`src/rtl/rvx_bus_arbiter.sv`:
```
// Two-manager round-robin arbiter in front of the RVX system bus: one request in flight at a time.
// Optional forced completion of a stalled WAIT is enabled with `define RVX_ARB_TIMEOUT_EN.
module rvx_bus_arbiter #(
    parameter int TIMEOUT_CYCLES = 255
) (
    input  logic        clock,
    input  logic        reset_n,
    input  logic [31:0] m0_rw_address,
    input  logic        m0_read_request,
    input  logic        m0_write_request,
    input  logic [31:0] m0_write_data,
    input  logic [3:0]  m0_write_strobe,
    output logic [31:0] m0_read_data,
    output logic        m0_read_response,
    output logic        m0_write_response,
    input  logic [31:0] m1_rw_address,
    input  logic        m1_read_request,
    input  logic        m1_write_request,
    input  logic [31:0] m1_write_data,
    input  logic [3:0]  m1_write_strobe,
    output logic [31:0] m1_read_data,
    output logic        m1_read_response,
    output logic        m1_write_response,
    output logic [31:0] bus_rw_address,
    output logic        bus_read_request,
    output logic        bus_write_request,
    output logic [31:0] bus_write_data,
    output logic [3:0]  bus_write_strobe,
    input  logic [31:0] bus_read_data,
    input  logic        bus_read_response,
    input  logic        bus_write_response,
    output logic        bus_timeout
);
    typedef enum logic [1:0] {IDLE, ISSUE, WAIT, RESP} state_t;

    state_t      state;
    logic        owner;
    logic        last_grant;
    logic        rd_flag;
    logic        wr_flag;
    logic        req0;
    logic        req1;
    logic        pick1;
    logic        done;
    logic        timeout_hit;
    logic [31:0] resp_data;

    assign req0  = m0_read_request | m0_write_request;
    assign req1  = m1_read_request | m1_write_request;
    // m1 wins when alone, or on a tie when m0 was served last
    assign pick1 = req1 & (~req0 | ~last_grant);
    assign done  = (~rd_flag | bus_read_response) & (~wr_flag | bus_write_response);
    // a forced completion returns zero data
    assign resp_data = (done && rd_flag) ? bus_read_data : 32'h0;

`ifdef RVX_ARB_TIMEOUT_EN
    localparam logic [7:0] TIMEOUT_LAST = 8'(TIMEOUT_CYCLES - 1);

    logic [7:0] timeout_count;
    logic       timeout_flag;

    // a real completion in the same cycle takes priority over the timeout
    assign timeout_hit = ~done & (timeout_count == TIMEOUT_LAST);
    assign bus_timeout = timeout_flag;

    always_ff @(posedge clock) begin
        if (!reset_n) begin
            timeout_count <= 8'd0;
            timeout_flag  <= 1'b0;
        end else begin
            timeout_flag <= (state == WAIT) && timeout_hit;
            if (state == ISSUE)
                timeout_count <= 8'd0;
            else if (state == WAIT && !done)
                timeout_count <= timeout_count + 8'd1;
        end
    end
`else
    logic unused_cfg;

    assign unused_cfg  = ^TIMEOUT_CYCLES;
    assign timeout_hit = 1'b0;
    assign bus_timeout = 1'b0;
`endif

    always_ff @(posedge clock) begin
        if (!reset_n) begin
            state             <= IDLE;
            owner             <= 1'b0;
            last_grant        <= 1'b1;
            rd_flag           <= 1'b0;
            wr_flag           <= 1'b0;
            bus_rw_address    <= 32'h0;
            bus_read_request  <= 1'b0;
            bus_write_request <= 1'b0;
            bus_write_data    <= 32'h0;
            bus_write_strobe  <= 4'h0;
            m0_read_data      <= 32'h0;
            m0_read_response  <= 1'b0;
            m0_write_response <= 1'b0;
            m1_read_data      <= 32'h0;
            m1_read_response  <= 1'b0;
            m1_write_response <= 1'b0;
        end else begin
            case (state)
                IDLE: begin
                    if (req0 || req1) begin
                        owner             <= pick1;
                        last_grant        <= pick1;
                        rd_flag           <= pick1 ? m1_read_request  : m0_read_request;
                        wr_flag           <= pick1 ? m1_write_request : m0_write_request;
                        bus_read_request  <= pick1 ? m1_read_request  : m0_read_request;
                        bus_write_request <= pick1 ? m1_write_request : m0_write_request;
                        bus_rw_address    <= pick1 ? m1_rw_address    : m0_rw_address;
                        bus_write_data    <= pick1 ? m1_write_data    : m0_write_data;
                        bus_write_strobe  <= pick1 ? m1_write_strobe  : m0_write_strobe;
                        state             <= ISSUE;
                    end
                end
                ISSUE: begin
                    bus_read_request  <= 1'b0;
                    bus_write_request <= 1'b0;
                    state             <= WAIT;
                end
                WAIT: begin
                    if (done || timeout_hit) begin
                        if (owner) begin
                            m1_read_response  <= rd_flag;
                            m1_write_response <= wr_flag;
                            m1_read_data      <= resp_data;
                        end else begin
                            m0_read_response  <= rd_flag;
                            m0_write_response <= wr_flag;
                            m0_read_data      <= resp_data;
                        end
                        state <= RESP;
                    end
                end
                RESP: begin
                    m0_read_data      <= 32'h0;
                    m0_read_response  <= 1'b0;
                    m0_write_response <= 1'b0;
                    m1_read_data      <= 32'h0;
                    m1_read_response  <= 1'b0;
                    m1_write_response <= 1'b0;
                    state             <= IDLE;
                end
                default: state <= IDLE;
            endcase
        end
    end
endmodule

```
`config.mk`:
```
export PLATFORM = sky130hd
export DESIGN_NAME = rvx_bus_arbiter
export DESIGN_NICKNAME = d
export VERILOG_FILES = /design/src/rtl/rvx_bus_arbiter.sv
export SDC_FILE = /design/constraint.sdc
export NUM_CORES = 1
export LEC_CHECK = 0
export ABC_AREA = 1
export BUFFER_PORTS_ARGS = -buffer_cell sky130_fd_sc_hd__buf_2
export CAP_MARGIN = 15
export CORE_MARGIN = 1.5
export CORE_UTILIZATION = 30
export DETAILED_ROUTE_END_ITERATION = 7
export GPL_ROUTABILITY_DRIVEN = 0
export HOLD_SLACK_MARGIN = 0.02
export PLACE_DENSITY_LB_ADDON = 0.3
export SLEW_MARGIN = 5
export SYNTH_ARGS = -nofsm -noshare
export SYNTH_HDL_FRONTEND = slang
export SYNTH_SLANG_ARGS = --single-unit
```
`constraint.sdc`:
```
create_clock -name clock -period 1.7 [get_ports clock]
set_clock_uncertainty 0.15 [all_clocks]
set_input_delay 0.34 -clock clock [delete_from_list [all_inputs] [get_ports clock]]
set_output_delay 0.34 -clock clock [all_outputs]
set_load 0.02 [all_outputs]
```
* After elaboration in Yosys (flattened, before gate mapping)
Cells that the tools add are included.
** Cells by class
- Equal/unequal tests :: 7
- Mux-type cells :: 31
- Bitwise logic cells :: 11
- Reduce and logical (&&, ||, !) cells :: 10
** Operator list (count)
- 2-to-1 mux 32 bit :: 7
- one-hot mux 32 bit (2 select lines) :: 2
- 2-to-1 mux 1 bit :: 12
- one-hot mux 1 bit (2 select lines) :: 6
- != test 2 bit (second input constant) :: 4
- one-hot mux 2 bit (4 select lines) :: 1
- AND reduction 2 bit :: 3
- AND reduction 3 bit :: 2
- bitwise OR 1 bit :: 5
- equality test 2 bit (second input constant) :: 2
- 2-to-1 mux 2 bit :: 2
- 2-to-1 mux 4 bit :: 1
- inverter 1 bit :: 4
- nonzero test 2 bit :: 2
- bitwise AND 1 bit :: 2
- equality test 2 x 1 -> 1 bit (second input constant) :: 1
- zero test 2 bit :: 1
- logical AND 1 bit :: 1
- logical OR 1 bit :: 1
** Word-level totals
- Bits in registers :: 144
- Input bits :: 176
- Output and inout bits :: 139

* Logic depth before layout (Yosys ltp)
Gate-level depths: netlist of run 1.
- Depth in word-level cells :: 8
- Mapped depth :: 10
- Gate-level depth less buffers :: 8

* Least setup slack after synthesis of run 1
Ideal clock, no wire load.
- Path kind :: reg2reg
- Start :: register state[0]
- End :: register m1_read_data[0]
- Library setup time :: 0.116 ns
- Arrival time :: 1.394 ns
- Required time :: 1.434 ns
- Slack :: 0.040 ns
- Cell stages (with the launch flop) :: 10
- Clock period less this slack :: 1.660 ns
- Path through :: dfxtp_1 -> inv_1 -> ha_1 -> nor2_2 -> inv_1 -> nand2_1 -> inv_2 -> buf_2 -> nor2_1 -> nor2_1
** On the way
- Longest elaborated chain between the ends :: 3
** RTL lines
- start: declaration :: line 36 : state_t state;
- start signal: assignment :: line 88 : state <= IDLE;
- start signal: assignment :: line 117 : state <= ISSUE;
- start signal: assignment :: line 123 : state <= WAIT;
- equality test 2 bit :: line 105 : case (state)
- != test 2 bit (no source line) / nonzero test 2 bit (equally long branches)
- AND reduction 3 bit (no source line)
- end signal: assignment :: line 130 : m1_read_data <= resp_data;
- end: declaration :: line 21 : output logic [31:0] m1_read_data,
Several ways; a longest one is shown, not always the timed one.
A chain may end at the register's enable or synchronous reset.

* Worst setup path after layout of run 1
- Start :: register state[1]
- End :: register bus_write_data[29]
** On the way
- Longest elaborated chain between the ends :: 2
** RTL lines
- zero test 2 bit :: line 105
- AND reduction 2 bit (no source line)
- end signal: assignment :: line 115 : bus_write_data <= pick1 ? m1_write_data : m0_write_data;
- end: declaration :: line 27 : output logic [31:0] bus_write_data,
Every way passes these cells.

==> flow_summary.yaml, run 1 <==
logic_synthesis:
  netlist_area_um2: 6150
  synth_edf_count: 0
  synth_nets: 1068
  synth_top_area_share_pct: 46.8
  synth_seq_cells: 144
  synthTopCellsByCount: "nor2_1, nand2_1, dfxtp_1, o21ai_0, a21oi_1"
  syn-instance-count: 888
  yosysSeqAreaShare_pct: 46.8
  synth_cell_types: 24
  postSynth.asyncResetShare_pct: 0
  synth.area.top_cells: "dfxtp_1, nor2_1, nand2_1"
  ys.flop_type: "dfxtp_1"
  avgSynthCellArea_um2: 6.93
  synth_top_cell_by_area: "dfxtp_1"
  synth.most_common_cell: "nor2_1"
  yosysWarnings: 0
detailed_routing:
  drcViolationCount: 0
  vias: 6987
  drt_iter0_drc: 258
  wl_met3_um: 1510
  top_layer_used: "met4"
  wl_per_cell_um: 14.1
  met1Wirelength_um: 9240
  ant_nets: 0
  dr.pass1.iters: 5
  viasPerCell: 4.55
  wl_met2_um: 10600
  routed_wl_um: 21700
sta:
  rsz0062_at_grt: "yes"
  setup_viol: 0
  slew_violations: 0
  period_share_pct: 97.5
  worst_slack_ps: 43.1
  finalHoldViolations: 0
  fmax_ghz: 0.604
  setup-tns-final_ps: 0
  period_needed_ps: 1660
clock_network:
  ctsLongestPathBuffers: 2
  cts_buffers: 17
  worstSkewPairLatency_ps: 410
  cts_setup_buffers: 0
  clk_pin_slew_ps: 70
  cts_sinks: 144
  root_buffer: "clkbuf_16"
  htree_levels: 4
  cts_tree: "yes"
die:
  start_util_pct: 30.5
  num_io_pins: 315
  num_rows: 52
  die-area_um2: 21400
  die_w_um: 146
  coreArea_um2: 20200
  die_h_um: 146
place:
  pre_cts_ws_ps: -55.1
  dpl.cell_count: 1433
  port_buffers: 313
  hpwl_um: 14300
grt:
  first_global_vias: 6903
  grt_max_degree: 72
  grt_pass1_wl_um: 34100
  grtUsageTotal_pct: 19.7
  overflow: 0
  antenna_found_initial: 1
setup_path:
  arrival_ps: 1810
  path_class: "flip-flop to flip-flop"
  critPathCapture: "bus_write_data[29]$_SDFFE_PN0P_"
  path_max_fanout: 34
  reg2reg_slack_ps: 40
  crit_start: "state[1]$_SDFFE_PN0P_"
  cp-start-kind: "flip-flop"
  cp-end-kind: "flip-flop"
  reg2reg_to: "bus_write_data[29]$_SDFFE_PN0P_"
  cp.required_ps: 1860
  ff2ff_path_depth: 7
  reg2reg_from: "state[1]$_SDFFE_PN0P_"
cells_and_area:
  nFillCells: 2047
  syn_to_final_growth_pct: 54.0
  drive_gt1_share_pct: 33.4
  fin_nets: 1432
  fin_cells: 1536
flow_run:
  maxCapViolations: 0
hold_path:
  min_path_type: "primary input to flip-flop"
pwr:
  powerDensity_nw_per_um2: 1890
  p_leak_nw: 4.73
  ir_drop_mv: 0.824
status:
  outcome: "finished clean"
-- worst max-delay path: stages (launching register included) --
cell and delay, ps:
dfxtp_2 360, inv_1 80, ha_2 200, nand2_4 90, clkinv_4 100, bufbuf_16 320
o21ai_0 180, nor2_1 60
-- per-layer routing --
metal	up-vias	GRT usage (%)
met1	3142	23.0
met3	26	5.47
met4	0	6.77
met5	-	0
li1	3574	-
met2	245	34.4
-- through the flow --
step                      utilization (%)  hold WS [ps]  power, mW  instance area, um2
after global placement               39.8           302       13.6                8020
after global routing                 47.0          34.2       19.2                9470
final                                47.0          39.1       17.9                9470
after detailed placement             39.8           304       13.7                8020
after floorplan                         -           307       11.0                6150
after CTS                            46.1          20.5       17.7                9300
-- logic make-up (layout without fill, tap and decap cells) --
kind of cell	Yosys count	count (layout)	synth area share, %
other	1	2	0.0609
AO/OA/AOI/OAI	214	214	17.5
flip-flops	144	144	46.8
buffers and inverters	83	460	7.12
adder cells (fa/ha/maj)	4	4	0.813
AND/OR/NAND/NOR	442	442	27.7
-- cell usage in the layout (no fill, tap or decap), types with 3 or more instances in the layout --
| master | Yosys | layout |
|---|---|---|
| dfxtp_1 | 144 | 142 |
| o21ai_0 | 112 | 98 |
| a21oi_1 | 78 | 78 |
| buf_2 | 26 | 312 |
| inv_6 | 0 | 5 |
| nor2_1 | 231 | 205 |
| buf_12 | 0 | 10 |
| dlygate4sd3_1 | 0 | 66 |
| buf_4 | 1 | 13 |
| clkinvlp_4 | 0 | 5 |
| inv_1 | 13 | 11 |
| clkinv_4 | 0 | 3 |
| nand2_1 | 195 | 195 |
| clkbuf_16 | 0 | 19 |
| inv_2 | 5 | 6 |
| nor2_2 | 3 | 28 |
| nand3_1 | 7 | 7 |
| o21ai_1 | 23 | 36 |
-- area by class of cell --
| class | instances | area [um2] | share of cell area (%) |
|---|---|---|---|
| antenna | 1 | 2.50 | 0.0264 |
| clock buffer | 17 | 425 | 4.49 |
| clock inverter | 15 | 151 | 1.60 |
| inverter | 20 | 82.6 | 0.872 |
| multi-input combinational | 661 | 2920 | 30.8 |
| sequential | 144 | 2890 | 30.5 |
| tap | 270 | 338 | 3.57 |
| timing repair buffer | 408 | 2670 | 28.2 |
-- report_power, final --
| part | switching [mW] | total (mW) | internal (mW) |
|---|---|---|---|
| registers | 0.722 | 5.53 | 4.81 |
| clock network | 1.63 | 3.69 | 2.06 |
| logic | 5.57 | 8.71 | 3.14 |
-- how the worst min path moves through the flow --
stage	startpoint	end	slack (ps)	depth (start not counted)
after floorplan	wr_flag$_SDFFE_PN0P_	wr_flag$_SDFFE_PN0P_	310	2
after global placement	m0_read_response$_SDFFE_PN0P_	m0_read_response$_SDFFE_PN0P_	300	2
after detailed placement	m0_read_response$_SDFFE_PN0P_	m0_read_response$_SDFFE_PN0P_	300	2
after CTS	m0_write_data[22]	bus_write_data[22]$_SDFFE_PN0P_	20	3
after global routing	m0_write_strobe[2]	bus_write_strobe[2]$_SDFFE_PN0P_	30	3
final	m0_write_data[22]	bus_write_data[22]$_SDFFE_PN0P_	40	3
-- sequential cells by signal, indices dropped and copies added (netlist names) --
register	flops
m1_read_response	1
m1_read_data	32
rd_flag	1
last_grant	1
m1_write_response	1
m0_read_response	1
m0_write_response	1
state	2
wr_flag	1
bus_write_request	1
bus_rw_address	32
m0_read_data	32
bus_write_data	32
bus_write_strobe	4
owner	1
bus_read_request	1
-- repair_timing --
item,4_1_cts,5_1_grt
pin swaps,0,2
hold buffers,66,0
hold endpoints to repair,66,0
gates cloned,1,3
setup endpoints to repair,4,109
gates resized for setup,2,54
Power figures use the tool's default switching activity.
==> run 2, diff against run 1 <==
- BUFFER_PORTS_ARGS: -buffer_cell sky130_fd_sc_hd__buf_2 -> -buffer_cell sky130_fd_sc_hd__buf_4
- SETUP_SLACK_MARGIN: not set -> 0.15
- clock period: 1.7 -> 1.8 ns (I/O delays scaled with it)
==> run 2 against run 1 <==
Critical endpoint is now bus_rw_address[23]$_SDFFE_PN0P_. Maximum frequency rose by 4.3%. Final area rose by 11%. Largest power group unchanged. Power rose by 6.3%.
==> flow_summary.yaml, run 2 (synthesis results as in run 1) <==
setup_path:
  cp.required_ps: 1970
  reg2reg_from: "state[0]$_SDFFE_PN0P_"
  cp-start-kind: "flip-flop"
  cp_slowest_stage_delay_ps: 350
  crit_chain: "inv_2, buf_4, ha_4, nand2_8, clkinv_8, clkbuf_16, o21ai_1, nor2_1"
  arrival_ps: 1750
  path_class: "flip-flop to flip-flop"
  crit_start: "state[0]$_SDFFE_PN0P_"
  cp-end-kind: "flip-flop"
  path_max_fanout: 10
  cpMaxStageDelayCell: "dfxtp_2"
place:
  postPlaceCellArea_um2: 8750
  hpwl_um: 14500
  port_buffers: 313
detailed_routing:
  ant_nets: 0
  wl_per_cell_um: 15.2
  dr.pass1.iters: 7
  drcViolationCount: 0
  routed_wl_um: 23400
  vias: 7066
  drt_iter0_drc: 208
  viasPerCell: 4.57
pwr:
  ir_drop_mv: 0.803
  report.power.total_mw: 19.1
  p_leak_nw: 5.05
  powerDensity_nw_per_um2: 1810
die:
  coreArea_um2: 20200
  num_rows: 52
  die-area_um2: 21400
  num_io_pins: 315
  die_h_um: 146
  die_w_um: 146
  start_util_pct: 30.5
sta:
  period_share_pct: 88.2
  finalHoldViolations: 0
  setup_viol: 0
  period_needed_ps: 1590
  fmax_ghz: 0.630
  rsz0062_at_grt: "yes"
  slew_violations: 0
cells_and_area:
  fin_nets: 1442
  multi_input_area_um2: 2950
  drive_gt1_share_pct: 34.0
  layout_commonest_cell: "buf_4"
  layout_common_cells: "buf_4, nor2_1, nand2_1"
  syn_to_final_growth_pct: 71.6
  design_area_um2: 10600
  seqCellArea_um2: 2890
  nFillCells: 1964
  num_antenna_cells: 0
clock_network:
  htree_levels: 4
  ctsLongestPathBuffers: 2
  worstSkewPairLatency_ps: 420
  cts_tree: "yes"
  cts_buffers: 17
  cts_sinks: 144
  clk_pin_slew_ps: 60
  root_buffer: "clkbuf_16"
grt:
  grt_pass1_wl_um: 33900
  overflow: 0
  antenna_found_initial: 0
  grt_max_degree: 50
  grtUsageTotal_pct: 19.7
  first_global_vias: 6753
flow_run:
  maxCapViolations: 0
hold_path:
  hp-start: "m0_write_data[28]"
  min_path_type: "primary input to flip-flop"
status:
  outcome: "finished clean"
## run 2: changes by cell type in the layout (fill, tap and decap cells not counted), sizes merged
cell,delta
buf,+5
bufbuf,-1
bufinv,+2
clkbuf,+10
clkinvlp,-2
diode,-1
dlygate4sd3,-4
## run 2: worst max-delay path: cells and delay by family, from the launching register on
kind / cells / cell delay, ps
buffers and inverters: 4 / 500
DFF: 1 / 350
adders and majority gates: 1 / 180
and+or+nand+nor: 2 / 170
AOI/OAI and AO/OA: 1 / 130
## run 2: what timing repair did
action / in CTS / in global routing
resized for setup: 18 / 72
hold buffers: 62 / 0
setup buffers: 0 / 1
endpoints found under the setup margin: 134 / 137
pin swaps: 0 / 4
hold endpoints to repair: 62 / 0
cloned: 2 / 14
## run 2: path summary, 6_finish.rpt
path / endpoint / slack (ps) / depth (start not counted)
setup / recovery: bus_rw_address[23]$_SDFFE_PN0P_ / 210 / 8
hold / removal: bus_write_data[28]$_SDFFE_PN0P_ / 30 / 3
setup reg to reg: bus_rw_address[23]$_SDFFE_PN0P_ / 210 / 8
hold reg to reg: m0_write_response$_SDFFE_PN0P_ / 330 / 2
## run 2: stage by stage
step	worst slack, ps	util [%]	TNS [ps]	hold WS [ps]	instances
5_1_grt	119	52.4	0	23.6	1545
3_5_place_dp	-19.2	43.4	-244	322	1434
2_1_floorplan	184	-	0	307	888
3_3_place_gp	28.6	43.4	0	310	1434
4_1_cts	151	50.1	0	23.3	1530
6_report	212	52.4	0	33.0	1545
## run 2: cell type report
cell class / instances / share of cell area, %
clock buffers: 19 / 4.29
clock inverters: 13 / 1.65
repair buffers: 416 / 34.5
inverters: 20 / 0.948
flip-flops and latches: 144 / 27.3
well taps: 270 / 3.20
multi-input cells: 661 / 27.9
repair inverters: 2 / 0.190
## run 2: report_power, final
part | internal, mW | switching (mW)
logic | 4.28 | 5.73
clock network | 2.28 | 1.47
registers | 4.55 | 0.757
## run 2: metal layers
layer,track usage (%),share of wire [%],vias to the layer above
met2,33.9,49,261
met3,5.50,6.8,24
met1,23.4,42,3181
met5,0,0,-
met4,6.87,1.6,0
li1,-,-,3600
==> run 3, diff against run 2 <==
- ABC_AREA: 1 -> 0
==> run 3 against run 2 <==
Sequential share of layout area increased by 0.27 points. Sequential power decreased by 15%. Largest cell class unchanged. Critical path type unchanged. Largest power group unchanged. Core utilization increased by 1.9 points.
==> flow_summary.yaml, run 3 <==
logic_synthesis:
  postSynth.asyncResetShare_pct: 0
  synth_nets: 923
  avgSynthCellArea_um2: 7.91
  synth.most_common_cell: "nand2_1"
  yosysSeqAreaShare_pct: 49.1
  synth_top_cell_by_area: "dfxtp_1"
  synth_cell_types: 35
  syn-instance-count: 743
  synth.area.top_cells: "dfxtp_1, a21oi_1, o21ai_0"
  synthTopCellsByCount: "nand2_1, dfxtp_1, a21oi_1, o21ai_0, nand3_1"
  synth_seq_cells: 144
  synth_top_area_share_pct: 49.1
  ys.flop_type: "dfxtp_1"
  netlist_area_um2: 5880
  synth_edf_count: 0
  yosysWarnings: 0
cells_and_area:
  num_antenna_cells: 0
  nFillCells: 1794
  utilization_pct: 54.2
  layout_commonest_cell: "buf_4"
  syn_to_final_growth_pct: 78.4
  fin_nets: 1297
  fin_cells: 1395
  drive_gt1_share_pct: 39.6
  design_area_um2: 10500
  layout_common_cells: "buf_4, nand2_1, dfxtp_1"
place:
  dpl.cell_count: 1279
  port_buffers: 313
  hpwl_um: 14000
  postPlaceCellArea_um2: 8570
  pre_cts_ws_ps: -60.4
clock_network:
  cts_sinks: 144
  ctsLongestPathBuffers: 2
  cts_tree: "yes"
  htree_levels: 4
  root_buffer: "clkbuf_16"
  clk_pin_slew_ps: 60
  worstSkewPairLatency_ps: 410
  cts_buffers: 17
die:
  die_w_um: 143
  die_h_um: 143
  start_util_pct: 30.4
  num_io_pins: 315
  num_rows: 51
  die-area_um2: 20400
  coreArea_um2: 19300
detailed_routing:
  viasPerCell: 4.98
  drt_iter0_drc: 353
  ant_nets: 0
  routed_wl_um: 24400
  drcViolationCount: 0
  vias: 6949
  dr.pass1.iters: 5
  wl_per_cell_um: 17.5
sta:
  worst_slack_ps: 91.1
  rsz0062_at_grt: "yes"
  setup_viol: 0
  hold_slack_ps: 35.1
  finalHoldViolations: 0
  period_share_pct: 94.9
  setup-tns-final_ps: 0
  period_needed_ps: 1710
  slew_violations: 0
  fmax_ghz: 0.585
setup_path:
  path_delay_family: "buffers and inverters"
  cp_slowest_stage_delay_ps: 370
  ff2ff_path_depth: 8
  path_depth: 8
  cpMaxStageDelayCell: "dfxtp_4"
  cp.required_ps: 1990
  arrival_ps: 1900
  path_max_fanout: 8
  crit_chain: "inv_4, ha_4, nand2_4, o31ai_4, buf_6, clkbuf_16, nand3_2, o21ai_1"
  path_class: "flip-flop to flip-flop"
  cp-start-kind: "flip-flop"
  cp-end-kind: "flip-flop"
  path_buf_inv: 3
flow_run:
  maxCapViolations: 0
grt:
  overflow: 0
  antenna_found_initial: 0
  grt_max_degree: 75
  grtUsageTotal_pct: 20.3
  first_global_vias: 6411
  grt_pass1_wl_um: 32900
pwr:
  report.power.total_mw: 16.0
  powerDensity_nw_per_um2: 1530
  p_leak_nw: 4.60
  ir_drop_mv: 0.829
hold_path:
  min_path_type: "primary input to flip-flop"
  holdPathStages: 3
status:
  outcome: "finished clean"
-- run 3: cell count changes after synthesis, sizes merged, moves of 3 or more --
cell / change
inv: -14
nand2: -53
a21oi: +60
mux2i: +5
nor2: -233
nor2b: +3
buf: -21
clkbuf: +25
nand2b: +5
nand3: +59
o31ai: +3
and2: +5
-- run 3: kinds of logic after synthesis --
kind of cell / synth area share (%)
compound gates: 25.2
fa+ha+maj: 0.852
buf+inv: 6.28
flops: 49.1
mux: 0.852
other cells: 0.0638
simple gates: 17.7
-- run 3: final timing paths --
kind                                                    start                             to  slack, ps
worst max register to register          state[0]$_SDFFE_PN0P_   m1_read_data[9]$_SDFFE_PN0P_         90
worst max-delay path                    state[0]$_SDFFE_PN0P_   m1_read_data[9]$_SDFFE_PN0P_         90
worst min register to register  m1_read_data[13]$_SDFFE_PN0P_  m1_read_data[13]$_SDFFE_PN0P_        300
worst min-delay path                        bus_read_data[15]  m0_read_data[15]$_SDFFE_PN0P_         40
-- run 3: layout make-up --
type / instances / area [um2] / area share (%)
repair buffers: 422 / 3760 / 35.9
flip-flops and latches: 144 / 2890 / 27.6
multi-input cells: 528 / 2850 / 27.2
clock buffers: 20 / 457 / 4.36
well taps: 265 / 332 / 3.16
clock inverters: 12 / 168 / 1.60
inverters: 4 / 17.5 / 0.167
-- run 3: where the power goes --
part	switching, mW	internal (mW)	total (mW)
registers	0.468	4.01	4.48
clock network	1.51	2.29	3.80
logic	4.30	3.44	7.74
total	6.28	9.74	16.0
-- run 3: worst min-delay path: stages --
cell and delay (ps):
buf_4 100, nand3_2 50, o21ai_1 60
-- run 3: repair_timing --
action | in CTS | in global routing
cloned | 1 | 17
gates resized for setup | 7 | 80
setup buffers | 7 | 5
hold endpoints to repair | 70 | 1
endpoints found under the setup margin | 129 | 125
hold buffers | 53 | 1
pin swaps | 2 | 23
-- run 3: per-layer routing --
| metal | routed length, um | track usage [%] |
|---|---|---|
| met4 | 849 | 8.36 |
| met2 | 12000 | 33.9 |
| met3 | 1880 | 6.07 |
| met1 | 9620 | 24.3 |
| met5 | 0 | 0 |
